`src/rtl/pipeline_ctrl_if.sv`:
```
// Hazard inputs and latch control outputs shared between the pipeline
// datapath and its hazard/sequencing controller.
interface pipeline_ctrl_if;
  // Hazard sources reported by the datapath
  logic       ihit;
  logic       dhit;
  logic       mem_dREN;
  logic       mem_dWEN;
  logic       ex_dREN;
  logic [4:0] ex_regDst;
  logic [4:0] de_rs;
  logic [4:0] de_rt;
  logic       de_use_rt;
  logic       de_halt;
  logic       ex_redirect;

  // Latch controls returned by the controller
  logic       pc_en;
  logic       ifde_en;
  logic       ifde_flush;
  logic       deex_en;
  logic       deex_flush;
  logic       exmem_en;
  logic       memwb_en;
  logic       halt;

  // Datapath side
  modport master (
    output ihit, dhit, mem_dREN, mem_dWEN, ex_dREN, ex_regDst,
           de_rs, de_rt, de_use_rt, de_halt, ex_redirect,
    input  pc_en, ifde_en, ifde_flush, deex_en, deex_flush,
           exmem_en, memwb_en, halt
  );

  // Controller side
  modport slave (
    input  ihit, dhit, mem_dREN, mem_dWEN, ex_dREN, ex_regDst,
           de_rs, de_rt, de_use_rt, de_halt, ex_redirect,
    output pc_en, ifde_en, ifde_flush, deex_en, deex_flush,
           exmem_en, memwb_en, halt
  );
endinterface

```
`src/rtl/pipeline_ctrl.sv`:
```
// Hazard and sequencing controller for a 5-stage pipeline: memory-wait
// freeze, redirect squash, load-use stall, icache-miss bubble, halt drain
// and a saturating stall-cycle counter.
module pipeline_ctrl #(
  parameter int DRAIN_CYCLES = 3,
  parameter int CNT_W        = 16
) (
  input  logic             CLK,
  input  logic             RST,
  pipeline_ctrl_if.slave   bus,
  output logic [CNT_W-1:0] stall_cnt
);

  localparam int DW = $clog2(DRAIN_CYCLES + 1);

  typedef enum logic [1:0] {RUN, HALT_DRAIN, HALTED} state_t;

  state_t        state;
  logic [DW-1:0] dcnt;

  logic mem_wait;
  logic lu;
  logic go_drain;
  logic pc_en, ifde_en, ifde_flush, deex_en, deex_flush;
  logic exmem_en, memwb_en, halt;

  assign mem_wait = (bus.mem_dREN | bus.mem_dWEN) & ~bus.dhit;

  // Register 0 is hardwired, so a load targeting it can never create a hazard.
  assign lu = bus.ex_dREN && (bus.ex_regDst != 5'd0) &&
              ((bus.ex_regDst == bus.de_rs) ||
               (bus.de_use_rt && (bus.ex_regDst == bus.de_rt)));

  // Latch controls decoded from current state and hazard inputs.
  always_comb begin
    // NOTE: every output gets a default first so no path leaves one
    // unassigned; a missing default here would infer a latch.
    pc_en      = 1'b0;
    ifde_en    = 1'b0;
    ifde_flush = 1'b0;
    deex_en    = 1'b0;
    deex_flush = 1'b0;
    exmem_en   = 1'b0;
    memwb_en   = 1'b0;
    halt       = 1'b0;
    go_drain   = 1'b0;
    if (RST) begin
      ifde_flush = 1'b1;
      deex_flush = 1'b1;
    end else begin
      unique case (state)
        RUN: begin
          if (mem_wait) begin
            // Freeze: everything holds.
          end else if (bus.ex_redirect) begin
            // Redirect wins over a younger halt: it is on the wrong path.
            {pc_en, ifde_en, deex_en, exmem_en, memwb_en} = '1;
            ifde_flush = 1'b1;
            deex_flush = 1'b1;
          end else if (lu || bus.de_halt) begin
            // Hold fetch/decode, inject a bubble into EX.
            deex_en    = 1'b1;
            deex_flush = 1'b1;
            exmem_en   = 1'b1;
            memwb_en   = 1'b1;
            go_drain   = ~lu;
          end else if (!bus.ihit) begin
            // Icache miss: bubble into decode, older stages move on.
            ifde_en    = 1'b1;
            ifde_flush = 1'b1;
            deex_en    = 1'b1;
            exmem_en   = 1'b1;
            memwb_en   = 1'b1;
          end else begin
            {pc_en, ifde_en, deex_en, exmem_en, memwb_en} = '1;
          end
        end
        HALT_DRAIN: begin
          if (!mem_wait) begin
            deex_en    = 1'b1;
            deex_flush = 1'b1;
            exmem_en   = 1'b1;
            memwb_en   = 1'b1;
          end
        end
        HALTED:  halt = 1'b1;
        default: halt = 1'b0;
      endcase
    end
  end

  assign bus.pc_en      = pc_en;
  assign bus.ifde_en    = ifde_en;
  assign bus.ifde_flush = ifde_flush;
  assign bus.deex_en    = deex_en;
  assign bus.deex_flush = deex_flush;
  assign bus.exmem_en   = exmem_en;
  assign bus.memwb_en   = memwb_en;
  assign bus.halt       = halt;

  // State, drain countdown and saturating stall counter.
  always_ff @(posedge CLK or posedge RST) begin
    // NOTE: sequential state uses non-blocking assignments so every
    // register samples pre-edge values regardless of statement order.
    if (RST) begin
      state     <= RUN;
      dcnt      <= '0;
      stall_cnt <= '0;
    end else begin
      if (state == RUN && !pc_en && stall_cnt != '1)
        stall_cnt <= stall_cnt + 1'b1;
      unique case (state)
        RUN: begin
          if (go_drain) begin
            state <= HALT_DRAIN;
            dcnt  <= DW'(DRAIN_CYCLES);
          end
        end
        HALT_DRAIN: begin
          if (!mem_wait) begin
            dcnt <= dcnt - 1'b1;
            if (dcnt == DW'(1))
              state <= HALTED;
          end
        end
        HALTED:  state <= HALTED;
        default: state <= RUN;
      endcase
    end
  end

endmodule

```
`src/flat_wrapper.sv`:
```
// flat-port wrapper written by rule: the top's interface ports become plain ports
module pipeline_ctrl_flat 
#(
  parameter int DRAIN_CYCLES = 3,
  parameter int CNT_W        = 16
)
  (CLK, RST, stall_cnt, bus_ihit, bus_dhit, bus_mem_dREN, bus_mem_dWEN, bus_ex_dREN, bus_ex_regDst, bus_de_rs, bus_de_rt, bus_de_use_rt, bus_de_halt, bus_ex_redirect, bus_pc_en, bus_ifde_en, bus_ifde_flush, bus_deex_en, bus_deex_flush, bus_exmem_en, bus_memwb_en, bus_halt);
  pipeline_ctrl_if bus_i ();
  input  logic CLK;
  input  logic RST;
  output logic [CNT_W-1:0] stall_cnt;
  input wire logic [$bits(bus_i.ihit)-1:0] bus_ihit;
  input wire logic [$bits(bus_i.dhit)-1:0] bus_dhit;
  input wire logic [$bits(bus_i.mem_dREN)-1:0] bus_mem_dREN;
  input wire logic [$bits(bus_i.mem_dWEN)-1:0] bus_mem_dWEN;
  input wire logic [$bits(bus_i.ex_dREN)-1:0] bus_ex_dREN;
  input wire logic [$bits(bus_i.ex_regDst)-1:0] bus_ex_regDst;
  input wire logic [$bits(bus_i.de_rs)-1:0] bus_de_rs;
  input wire logic [$bits(bus_i.de_rt)-1:0] bus_de_rt;
  input wire logic [$bits(bus_i.de_use_rt)-1:0] bus_de_use_rt;
  input wire logic [$bits(bus_i.de_halt)-1:0] bus_de_halt;
  input wire logic [$bits(bus_i.ex_redirect)-1:0] bus_ex_redirect;
  output wire logic [$bits(bus_i.pc_en)-1:0] bus_pc_en;
  output wire logic [$bits(bus_i.ifde_en)-1:0] bus_ifde_en;
  output wire logic [$bits(bus_i.ifde_flush)-1:0] bus_ifde_flush;
  output wire logic [$bits(bus_i.deex_en)-1:0] bus_deex_en;
  output wire logic [$bits(bus_i.deex_flush)-1:0] bus_deex_flush;
  output wire logic [$bits(bus_i.exmem_en)-1:0] bus_exmem_en;
  output wire logic [$bits(bus_i.memwb_en)-1:0] bus_memwb_en;
  output wire logic [$bits(bus_i.halt)-1:0] bus_halt;
  assign bus_i.ihit = bus_ihit;
  assign bus_i.dhit = bus_dhit;
  assign bus_i.mem_dREN = bus_mem_dREN;
  assign bus_i.mem_dWEN = bus_mem_dWEN;
  assign bus_i.ex_dREN = bus_ex_dREN;
  assign bus_i.ex_regDst = bus_ex_regDst;
  assign bus_i.de_rs = bus_de_rs;
  assign bus_i.de_rt = bus_de_rt;
  assign bus_i.de_use_rt = bus_de_use_rt;
  assign bus_i.de_halt = bus_de_halt;
  assign bus_i.ex_redirect = bus_ex_redirect;
  assign bus_pc_en = bus_i.pc_en;
  assign bus_ifde_en = bus_i.ifde_en;
  assign bus_ifde_flush = bus_i.ifde_flush;
  assign bus_deex_en = bus_i.deex_en;
  assign bus_deex_flush = bus_i.deex_flush;
  assign bus_exmem_en = bus_i.exmem_en;
  assign bus_memwb_en = bus_i.memwb_en;
  assign bus_halt = bus_i.halt;
  pipeline_ctrl #(.DRAIN_CYCLES(DRAIN_CYCLES), .CNT_W(CNT_W)) u_core (.CLK(CLK), .RST(RST), .bus(bus_i), .stall_cnt(stall_cnt));
endmodule
```
`config.mk`:
```
export PLATFORM = sky130hd
export DESIGN_NAME = pipeline_ctrl_flat
export DESIGN_NICKNAME = d
export VERILOG_FILES = /design/src/rtl/pipeline_ctrl_if.sv /design/src/rtl/pipeline_ctrl.sv /design/src/flat_wrapper.sv
export SDC_FILE = /design/constraint.sdc
export NUM_CORES = 1
export LEC_CHECK = 0
export CORE_ASPECT_RATIO = 0.5
export CORE_MARGIN = 2
export CORE_UTILIZATION = 45
export DETAILED_ROUTE_END_ITERATION = 12
export PLACE_DENSITY = 0.8
export SYNTH_ARGS = -nofsm -noshare
export SYNTH_HDL_FRONTEND = slang
export SYNTH_SLANG_ARGS = --single-unit
export TNS_END_PERCENT = 20
```
`constraint.sdc`:
```
create_clock -name CLK -period 2.65 [get_ports CLK]
set_input_delay 0.265 -clock CLK [delete_from_list [all_inputs] [get_ports CLK]]
set_output_delay 0.265 -clock CLK [all_outputs]
set_load 0.05 [all_outputs]
```
; After elaboration in Yosys (flattened, before gate mapping)
; Cells that the tools add are included.
[word_totals]
rom_bits = 0
latch_bits = 0
word_cells = 71
regBits = 20
mem_count = 0
ramBits = 0
[classes]
multipliers = 0
add_sub_neg = 2
order_cmp = 0
mux = 39
n_reduce_logical = 14
n_eq_ne = 9
bitwise_logic = 4
div = 0
shift = 0
[ops]
columns = operator, count
row1 = $mux W1, 31
row2 = $add A16 B1 Y16 const B, 1
row3 = $ne A16 B16 Y1 const B, 1
row4 = $eq A5 B5 Y1, 2
row5 = $mux W2, 5
row6 = $pmux W2 S3, 1
row7 = $reduce_and A3 Y1, 2
row8 = $logic_and A1 B1 Y1, 5
row9 = $reduce_bool A5 Y1, 1
row10 = $eq A2 B1 Y1 const B, 2
row11 = $ne A2 B1 Y1 const B, 2
row12 = $pmux W2 S2, 1
row13 = $eq A2 B2 Y1 const B, 1
row14 = $logic_not A2 Y1, 1
row15 = $logic_or A1 B1 Y1, 2
row16 = $ne A2 B2 Y1 const B, 1
row17 = $not A1 Y1, 2
row18 = $pmux W1 S2, 1
row19 = $reduce_bool A2 Y1, 1
row20 = $reduce_or A2 Y1, 1
row21 = $sub A2 B1 Y2 const B, 1
row22 = $and A1 B1 Y1, 1
row23 = $logic_not A1 Y1, 1
row24 = $or A1 B1 Y1, 1

; Depth between registers and ports, before layout
; Gate-level depths: netlist (run 1).
[depth]
depth_word = 13
depth_mapped = 9

; Worst setup path before layout (run 1)
; Ideal clock, no wire load.
[synth_path]
kind = input port to output port
from = in bus_ex_regDst[0]
to = out bus_ifde_flush
stages = 4
setup_slack_ns = -0.494
arrival_ns = 2.879
n_path_buf = 0
path_cell_list = or4_1 > o21ai_2 > o21bai_1 > o311ai_0
[synth_between]
elab_chain_len = 10
word_cells_on_any_way = 13
cone_classes = eq/ne (2) / mux (5) / reduce/logical (6)
[synth_rtl]
columns = item, line
row1 = "start, declared", flat_wrapper.sv:17  ; input wire logic [$bits(bus_i.ex_regDst)-1:0] bus_ex_regDst;
row2 = $eq A5 B5 Y1, pipeline_ctrl.sv:32  ; (bus.de_use_rt && (bus.ex_regDst == bus.de_rt)));
row3 = $logic_and A1 B1 Y1, pipeline_ctrl.sv:32
row4 = $logic_or A1 B1 Y1, pipeline_ctrl.sv:31  ; ((bus.ex_regDst == bus.de_rs) ||
row5 = $logic_and A1 B1 Y1 *, pipeline_ctrl.sv:30  ; assign lu = bus.ex_dREN && (bus.ex_regDst != 5'd0) &&
row6 = $logic_or A1 B1 Y1 *, pipeline_ctrl.sv:60  ; end else if (lu || bus.de_halt) begin
row7 = $mux W1 *, pipeline_ctrl.sv:60
row8 = $mux W1 *, pipeline_ctrl.sv:55  ; end else if (bus.ex_redirect) begin
row9 = $mux W1 *, pipeline_ctrl.sv:53  ; if (mem_wait) begin
row10 = $mux W1 *, pipeline_ctrl.sv:51  ; unique case (state)
row11 = $mux W1 *, pipeline_ctrl.sv:47  ; if (RST) begin
row12 = "end, declared", flat_wrapper.sv:25  ; output wire logic [$bits(bus_i.ifde_flush)-1:0] bus_ifde_flush;
; Mark *: on every way between the ends. The rest lies on a longest branch, timed or not.

; Worst setup path after layout (run 1)
[layout_path]
from = in bus_ex_regDst[4]
to = reg u_core.stall_cnt[1]
[layout_between]
elab_chain_len = 13
word_cells_on_any_way = 16
cone_classes = eq/ne (2) / mux (5) / reduce/logical (9)
[layout_rtl]
columns = item, line
row1 = $eq A5 B5 Y1, pipeline_ctrl.sv:32
row2 = $logic_and A1 B1 Y1, pipeline_ctrl.sv:32
row3 = $logic_or A1 B1 Y1, pipeline_ctrl.sv:31
row4 = $logic_and A1 B1 Y1 *, pipeline_ctrl.sv:30
row5 = $logic_or A1 B1 Y1 *, pipeline_ctrl.sv:60
row6 = $mux W1 *, pipeline_ctrl.sv:60
row7 = $mux W1 *, pipeline_ctrl.sv:55
row8 = $mux W1 *, pipeline_ctrl.sv:53
row9 = $mux W1 *, pipeline_ctrl.sv:51
row10 = $mux W1 *, pipeline_ctrl.sv:47
row11 = $logic_not A1 Y1 *, pipeline_ctrl.sv:110  ; if (state == RUN && !pc_en && stall_cnt != '1)
row12 = $logic_and A1 B1 Y1 * (2 in a row), pipeline_ctrl.sv:110
row13 = "end signal, assigned", pipeline_ctrl.sv:111  ; stall_cnt <= stall_cnt + 1'b1;
row14 = "end, declared", pipeline_ctrl.sv:11  ; output logic [CNT_W-1:0] stall_cnt
; Marks and branches as above.
; A chain may end at the register's enable or synchronous reset.

==> impl_metrics.json, run 1 <==
{
  "wl_per_cell_microns": 13.90,
  "path_cells": "clkdlybuf4s50_1 -> xor2_1 -> nor4_2 -> a32oi_1 -> and3b_1 -> nor2_1 -> mux2_2",
  "ant_nets": 0,
  "drt_pass1_iterations": 4,
  "rsz0062_at_grt": "yes",
  "drv_cap": 0,
  "status": "completed",
  "busiest_layer": "met2",
  "start_kind": "primary input",
  "p_per_area_mw_per_mm2": 867.1,
  "synth.ff_latch_count": 20,
  "dpl.cell_count": 221,
  "clkTransAtPathRegs_ns": 0.08,
  "core_area_sq_mm": 0.002960,
  "clock_skew_ns": 0.002292,
  "syn-num-nets": 165,
  "via_per_inst": 5.324,
  "cts-resized-gates": 0,
  "worst_pin_slew_ns": 0.6853,
  "slowest_delay_ns": 0.68,
  "rr_startpoint": "u_core.state[0]$_DFFE_PP0P_",
  "route.detailed.drc": 0,
  "slew-limit-headroom": 0.5431,
  "reg2reg_to": "u_core.stall_cnt[1]$_DFFE_PP0P_",
  "worst_hold_path_type": "in2async",
  "hold_viol_final": 0,
  "use_met1": 0.2373,
  "grt_usage": 0.1959,
  "cpMaxStageDelayCell": "and3b_1",
  "worstPathArrival_ns": 2.62,
  "seq_area_frac_synth": 0.3643,
  "seq_area_sq_um": 500.5,
  "synth_warnings": 0,
  "clkPwrFrac": 0.180,
  "period_needed_ns": 2.457,
  "multi_input_area_sq_um": 804.5,
  "syn_to_final_growth_pct": 47.72,
  "slew_violations": 0,
  "rows": 14,
  "grt_pass1_wl_microns": 5154,
  "antennaDiodeCount": 0,
  "final_cell_mix": "clkdlybuf4s50_1, xor2_1, dfrtp_1",
  "worstPathRequired_ns": 2.81,
  "hpwl_microns": 2457,
  "cts_hold_buf": 0,
  "timing.fmax_mhz": 406.9,
  "cts.sinks": 20,
  "num-nets-final": 216,
  "clk_latency_ns": 0.27,
  "cts_setup_buffers": 0,
  "cts_tree": "built",
  "cts-buffers-inserted": 3,
  "hold_ws_ns": 0.3799,
  "reg2reg_slack_ns": 0.46,
  "p_int_mw": 0.9872,
  "switchingPower_mw": 0.7725,
  "fin_setup_tns_ns": 0,
  "criticalPathCategory": "in2reg",
  "p_leak_nw": 0.8776,
  "setup_viol": 0,
  "min_period_over_period": 0.9273,
  "gr-total-overflow": 0,
  "met3_usage": 0.05106,
  "cts_root_buf": "clkbuf_8",
  "h-tree-depth": 1,
  "fin_cells": 225,
  "die-area_sq_mm": 0.003538,
  "grt_pass1_vias": 1156,
  "switching_share": 0.4390,
  "cp_max_fo": 15,
  "antenna_found_initial": 0,
  "postSynthAreaPerCell_sq_um": 10.18,
  "synth_cells": 135,
  "synthDistinctLibCells": 40,
  "met2_usage": 0.3285,
  "pwr-share-seq": 0.265,
  "vias": 1198,
  "port_buffers": 48,
  "end_kind": "flip-flop",
  "die_h_microns": 43.07,
  "synth_area_sq_mm": 0.001374,
  "clockBufferDepth": 2,
  "r2r_cells": 6,
  "final_common_cell": "clkdlybuf4s50_1",
  "comb_power_share": 0.555,
  "start_util": 0.4641,
  "final.fill_count": 232,
  "num_io_pins": 49,
  "final_layout_size_suffix_gt1_frac": 0.1514,
  "gp_congestion": 0.8922,
  "grt_max_degree": 24,
  "postRouteWirelength_microns": 3128,
  "die_w_microns": 82.14,
  "drt_iter0_markers": 58,
  "irDropWorstVdd_uv": 482.0
}
[stage by stage]
stage / power [mW] / cell area [sq um] / worst slack [ns] / util
detailed placement: 1.452 / 1947 / -0.05578 / 0.6577
global placement: 1.424 / 1947 / 0.07128 / 0.6577
finish: 1.760 / 2029 / 0.1925 / 0.6855
CTS: 1.768 / 2018 / 0.1302 / 0.6817
floorplan: 1.116 / 1374 / 0.1025 / -
global route: 1.850 / 2029 / -0.03750 / 0.6855
[cells by family (layout without fill, tap and decap cells)]
| group | after synthesis | count (layout) | synth area share |
|---|---|---|---|
| multiplexers | 2 | 2 | 0.01639 |
| flip-flops | 20 | 20 | 0.3643 |
| AO/OA/AOI/OAI | 19 | 19 | 0.1084 |
| XOR/XNOR | 25 | 25 | 0.1594 |
| AND/OR/NAND/NOR | 52 | 52 | 0.2477 |
| buffers and inverters | 12 | 62 | 0.05828 |
| adder cells (fa/ha/maj) | 5 | 5 | 0.04554 |
[layer usage]
layer	share of wire	wire (microns)	up-vias
li1	-	-	582
met1	0.43	1360	580
met2	0.50	1566	26
met3	0.037	116	10
met4	0.027	85	0
met5	0	0	-
[power by group through the flow]
stage          combinational (mW)  sequential, mW  clock (mW)
3_5_place_dp                0.980           0.471           0
5_1_grt                      1.04           0.479       0.331
3_3_place_gp                0.956           0.469           0
4_1_cts                     0.980           0.467       0.321
6_report                    0.977           0.466       0.317
2_1_floorplan               0.477           0.639           0
[Yosys cell counts (all sizes together)]
| library cell | number | area [sq um] |
|---|---|---|
| and3 | 2 | 12.51 |
| mux2 | 2 | 22.52 |
| inv | 6 | 22.52 |
| dfrtp | 20 | 500.5 |
| o211ai | 2 | 28.78 |
| nand2 | 10 | 37.54 |
| a21boi | 1 | 7.510 |
| nor4b | 1 | 8.760 |
| and2b | 1 | 8.760 |
| a32oi | 1 | 8.760 |
| ha | 5 | 62.56 |
| buf | 6 | 57.54 |
| nor2 | 5 | 18.77 |
| xor2 | 23 | 201.4 |
| o21a | 1 | 7.510 |
| or4 | 1 | 7.510 |
| nand3 | 8 | 40.04 |
| and3b | 1 | 8.760 |
| and4 | 1 | 8.760 |
| a21oi | 4 | 20.02 |
| o311ai | 1 | 8.760 |
| o21ai | 4 | 23.77 |
| nor3b | 2 | 15.01 |
| o21bai | 2 | 15.01 |
| and2 | 2 | 12.51 |
| nor3 | 5 | 25.02 |
| nor4 | 9 | 111.4 |
| o32a | 1 | 10.01 |
| xnor2 | 2 | 17.52 |
| nor2b | 1 | 6.260 |
| nand4 | 3 | 18.77 |
| o211a | 1 | 10.01 |
| o22a | 1 | 8.760 |
[area by class of cell]
| class | instances | share of cell area |
|---|---|---|
| Sequential cell | 20 | 0.2466 |
| Clock inverter | 1 | 0.01480 |
| Tap cell | 40 | 0.02466 |
| Multi-Input combinational cell | 103 | 0.3964 |
| Inverter | 6 | 0.01110 |
| Timing Repair Buffer | 52 | 0.2861 |
| Clock buffer | 3 | 0.02035 |
[worst max-delay path: cells and delay by family]
kind / cells / cell delay [ns]
XOR/XNOR: 1 / 0.20
AO/OA/AOI/OAI: 1 / 0.38
buffers and inverters: 1 / 0.54
AND/OR/NAND/NOR: 3 / 0.91
multiplexers: 1 / 0.30
[state kept, by name, summed over array words and instances (netlist names)]
| name | flops |
|---|---|
| u_core.stall_cnt | 16 |
| u_core.dcnt | 2 |
| u_core.state | 2 |
[worst max path at each step]
stage	end	slack (ns)	cells after the start	from
2_1_floorplan	bus_ifde_flush	0.10	4	bus_ex_regDst[0]
3_3_place_gp	u_core.stall_cnt[1]$_DFFE_PP0P_	0.07	7	bus_ex_regDst[1]
3_5_place_dp	u_core.stall_cnt[1]$_DFFE_PP0P_	-0.06	7	bus_ex_regDst[1]
4_1_cts	bus_ifde_flush	0.13	7	bus_ex_regDst[1]
5_1_grt	u_core.stall_cnt[1]$_DFFE_PP0P_	-0.04	7	bus_ex_regDst[2]
6_report	u_core.stall_cnt[1]$_DFFE_PP0P_	0.19	7	bus_ex_regDst[4]
(Power assumes the default switching activity.)
==> run 2, diff against run 1 <==
Settings changed: HOLD_SLACK_MARGIN set to 0.05.
==> results of run 2 <==
Final layout, timing and power as in run 1 (identical DEF).
==> variant 1: new RTL, settings of run 2 <==
`DRAIN_CYCLES` is set to 3 in 2 places; all go to 2.
--- a/src/rtl/pipeline_ctrl.sv
+++ b/src/rtl/pipeline_ctrl.sv
@@ -3,5 +3,5 @@
 // and a saturating stall-cycle counter.
 module pipeline_ctrl #(
-  parameter int DRAIN_CYCLES = 3,
+  parameter int DRAIN_CYCLES = 2,
   parameter int CNT_W        = 16
 ) (
--- a/src/flat_wrapper.sv
+++ b/src/flat_wrapper.sv
@@ -2,5 +2,5 @@
 module pipeline_ctrl_flat 
 #(
-  parameter int DRAIN_CYCLES = 3,
+  parameter int DRAIN_CYCLES = 2,
   parameter int CNT_W        = 16
 )
Behaviour: not the same (a bounded check fails within 4 cycles, from zero or initial values and one cycle with RST high).
==> variant 1 against run 2 <==
  * Synthesized cell count did not move
  * Routed wire length is 8.0% lower
  * Sequential cell count unchanged
  * Synthesized area barely moved
  * Total power is 0.47% lower
  * Clock power shrank 3%
  * Final area unchanged
  * Utilization is the same
  * Clock skew is 0.00073 ns higher
  * Worst setup slack worse by 0.0082 ns
  * Critical path type is now in2out
  * Largest cell class unchanged
  * Highest routed layer unchanged
==> variant 1: results (changes against run 2) <==
outcome finished, final reports clean; top cells by count, synth xor2_1 (23), dfrtp_1 (20), nand2_1 (9), nand3_1 (8), inv_1 (7); CTS Hold Bufs 0 (unchanged); FF-to-FF setup slack 0.37 ns (-0.09 ns); reg2reg end u_core.dcnt[1]; sequential-to-total area share from yosys stat 0.3646 (about the same); Multi-input gate area 788.3 µm² (-2.0%); Detail Placement HPWL 2268 µm (-7.7%); met2 Track Usage GR 0.2927 (-0.03577); M1 WL 1380 µm (+1.5%); Routed Wire Length 2879 µm (-8.0%); routability cong. 0.7908 (-11%); invs w/o clock 7 (+1); Via density 5.133 (-3.6%); via count of the first global-routing pass 1109 (-4.1%); FFs w/ async S/R, synth 1.000 (unchanged); CP Max Fanout 4 (-11); Post-Synth Adder-Cell Area 0.04558 (about the same); Synth area leaders dfrtp_1 (36%), xor2_1 (15%), ha_1 (4.6%), nor4_2 (3.6%), nor4_4 (3.1%); P_sw 755.6 µW (-2.2%); XOR/XNOR Fraction of Synth Area 0.1595 (about the same); met1 track demand over resource 0.2457 (+0.008328); metal2 WL 1375 µm (-12%); global-route wire length before repair 4878 µm (-5.4%); multiplexer share of the synthesized area 0.01641 (about the same); Clk power 306 µW (-3%); met3 WL 100 µm (-14%); end of the critical path bus_ifde_flush; Min-Delay Path Class in2async; Num CTS Buffers 3 (unchanged); cells on worst reg2reg path 7 (+1); DR vias 1155 (-3.6%); fraction of layout instances using a drive strength above 1 0.1459 (-0.005405); compound-cell area share of the yosys netlist 0.1103 (+0.001922); sw frac 0.4314 (-0.007565); Worst Setup SP bus_ex_regDst[3]; gr usage total 0.1805 (-0.01541); met3 Usage GRT 0.04255 (-0.008511); P_leak 0.8859 nW (+0.95%); Slew @ Worst Pin 0.5081 ns (-0.1772 ns)
==> variant 1: changes by cell type after synthesis <==
cell / before / now
o311ai_0: 1 / 0
o22ai_1: 0 / 1
nor2_1: 5 / 4
nand2_1: 10 / 9
o22a_1: 1 / 0
o21ai_0: 3 / 4
inv_1: 6 / 7
a31o_2: 0 / 1
==> variant 1: stage by stage <==
stage | hold WS [ns] | area, µm² | setup WS, ns
6_report | 0.4416 | 2029 | 0.1843
5_1_grt | 0.5019 | 2029 | 0.05045
4_1_cts | 0.4329 | 2029 | 0.1717
3_5_place_dp | 0.4910 | 1958 | 0.1897
3_3_place_gp | 0.4782 | 1958 | 0.2257
2_1_floorplan | 0.2541 | 1373 | 0.4898
==> variant 1: worst max-delay path, cell delays in order <==
cell,delay (ns)
clkdlybuf4s50_1,0.47
xor2_1,0.19
nor4_2,0.27
a32oi_1,0.19
o21bai_1,0.27
o21ai_0,0.12
a31o_2,0.28
buf_12,0.15
==> variant 2: new RTL, settings of run 2 <==
Made on the original files. Register the output `stall_cnt` once more, cleared by the reset; this adds one clock of latency there. The other outputs are not delayed to match.
--- a/src/rtl/pipeline_ctrl.sv
+++ b/src/rtl/pipeline_ctrl.sv
@@ -15,4 +15,6 @@
 
   typedef enum logic [1:0] {RUN, HALT_DRAIN, HALTED} state_t;
+
+  logic [CNT_W-1:0] stall_cnt_s0;
 
   state_t        state;
@@ -106,8 +108,8 @@
       state     <= RUN;
       dcnt      <= '0;
-      stall_cnt <= '0;
+      stall_cnt_s0 <= '0;
     end else begin
-      if (state == RUN && !pc_en && stall_cnt != '1)
-        stall_cnt <= stall_cnt + 1'b1;
+      if (state == RUN && !pc_en && stall_cnt_s0 != '1)
+        stall_cnt_s0 <= stall_cnt_s0 + 1'b1;
       unique case (state)
         RUN: begin
@@ -130,4 +132,12 @@
   end
 
+  always_ff @(posedge CLK or posedge RST) begin
+    if (RST) begin
+      stall_cnt <= '0;
+    end else begin
+      stall_cnt <= stall_cnt_s0;
+    end
+  end
+
 endmodule
 
Check against the original RTL: not equivalent (a bounded check fails within 4 cycles, from zero or initial values and one cycle with RST high).
==> variant 2 against run 2 <==
  * Via count rose by 14%
  * Combinational power fell by 6.3%
  * First-iteration DRC count rose by 6.9%
  * Routed wire length rose by 18%
  * Sequential power rose by 62%
  * Non-clock buffer count rose by 1
  * Fmax fell by 2.8%
  * Utilization fell by 3.0 points
  * Critical path type is now in2out
  * Sequential cell count rose by 16
  * Final area rose by 24%
  * Total power rose by 17%
  * Synthesized area rose by 30%
  * Worst setup slack got worse by 0.070 ns
==> variant 2: results (changes against run 2) <==
XOR/XNOR Fraction of Synth Area 0.1228 (-0.03657); sequential-to-total area share from yosys stat 0.5053 (+0.1410); met3 Usage GRT 0.06231 (+0.01124); metal2 WL 1763 µm (+13%); CP Max Fanout 8 (-7); CP max stage delay 0.57 ns (-0.11 ns); Detail Placement HPWL 2727 µm (+11%); multiplexer share of the synthesized area 0.01474 (-0.001657); met2 Track Usage GR 0.2959 (-0.03256); fraction of layout instances using a drive strength above 1 0.1302 (-0.02112); Synth area leaders dfrtp_1 (51%), xnor2_1 (7.9%), xor2_1 (4.4%), and3_1 (3.5%), ha_1 (3.5%); Setup Skew 0.003150 ns (+0.0008574 ns); compound-cell area share of the yosys netlist 0.1053 (-0.003116); family with the most delay on the worst path compound AO/OA/AOI/OAI gates; CP Data Arrival Time 2.26 ns (-0.36 ns); number of fill cells 276 (+19%); slowest library cell on the worst path or4_1; Rel. slew slack 0.5815 (+0.03839); Final #Nets 244 (+13%); DP Area 2419 µm² (+24%); average wire per standard cell 13.76 µm (-1.0%); routability cong. 0.8006 (-10%); Max VDD drop 0.3412 mV (-29%); Num CTS Buffers 5 (+2); Via density 5.089 (-4.4%); H-tree levels 2 (+1); top cells by count, synth dfrtp_1 (36), xnor2_1 (16), and3_1 (10), nand4_1 (10), nor2_1 (10); Post-Synth Adder-Cell Area 0.03509 (-0.01045); Syn Nets 190 (+15%); DRT iter0 DRCs 62 (+6.9%); via count of the first global-routing pass 1367 (+18%); met3 WL 215 µm (+85%); met1 track demand over resource 0.2210 (-0.01637); M1 WL 1682 µm (+24%); gr usage total 0.1765 (-0.01941); biggest regs u_core.stall_cnt: 16 flops, u_core.stall_cnt_s0: 16 flops; Synth cell types 44 (+10%); outcome finished, final reports clean
[variant 2: cell types whose count changed after synthesis, sizes merged, moves of 2 or more]
cell   before  now
nand4       3   10
nor3        5    2
nand3       8   10
nor4        9    1
and3        2   10
nand2      10    5
xnor2       2   16
dfrtp      20   36
xor2       23    9
nor2        5   11
inv         6    9
[variant 2: stage by stage]
step | std cells | worst slack [ns]
6_report | 269 | 0.1221
2_1_floorplan | 160 | -0.2828
4_1_cts | 269 | 0.01858
5_1_grt | 269 | 0.04001
3_3_place_gp | 261 | 0.09898
3_5_place_dp | 261 | 0.02508
[variant 2: path summary, 6_finish.rpt]
kind | slack, ns | cells past startpoint | from | end
hold reg to reg | 0.42 | 0 | u_core.stall_cnt_s0[14] | u_core.stall_cnt[14]
setup / recovery | 0.12 | 6 | bus_ex_regDst[0] | bus_ifde_flush
setup reg to reg | 0.65 | 6 | u_core.stall_cnt_s0[7] | u_core.stall_cnt_s0[13]
max in group asynchronous | 1.85 | 3 | RST | u_core.stall_cnt[3]
min in group asynchronous | 0.50 | 3 | RST | u_core.stall_cnt_s0[12]
hold / removal | 0.42 | 0 | u_core.stall_cnt_s0[14] | u_core.stall_cnt[14]
[variant 2: report_power, final]
part | leakage, nW | internal [mW] | switching (mW)
Combinational | 0.572 | 0.384 | 0.531
Sequential | 0.471 | 0.667 | 0.0900
Clock | 0.0455 | 0.212 | 0.169
[variant 2: layout make-up]
type,count,area (µm²),area share
inverter,9,33.78,0.01340
tap,54,67.56,0.02680
sequential,36,900.9,0.3573
timing repair buffer,53,600.6,0.2382
multi-input combinational,109,828.3,0.3285
clock buffer,8,90.09,0.03573
[variant 2: timing repair]
action	CTS	global route
gates resized for setup	0	3
hold buffers	0	0
endpoints found under the setup margin	0	2
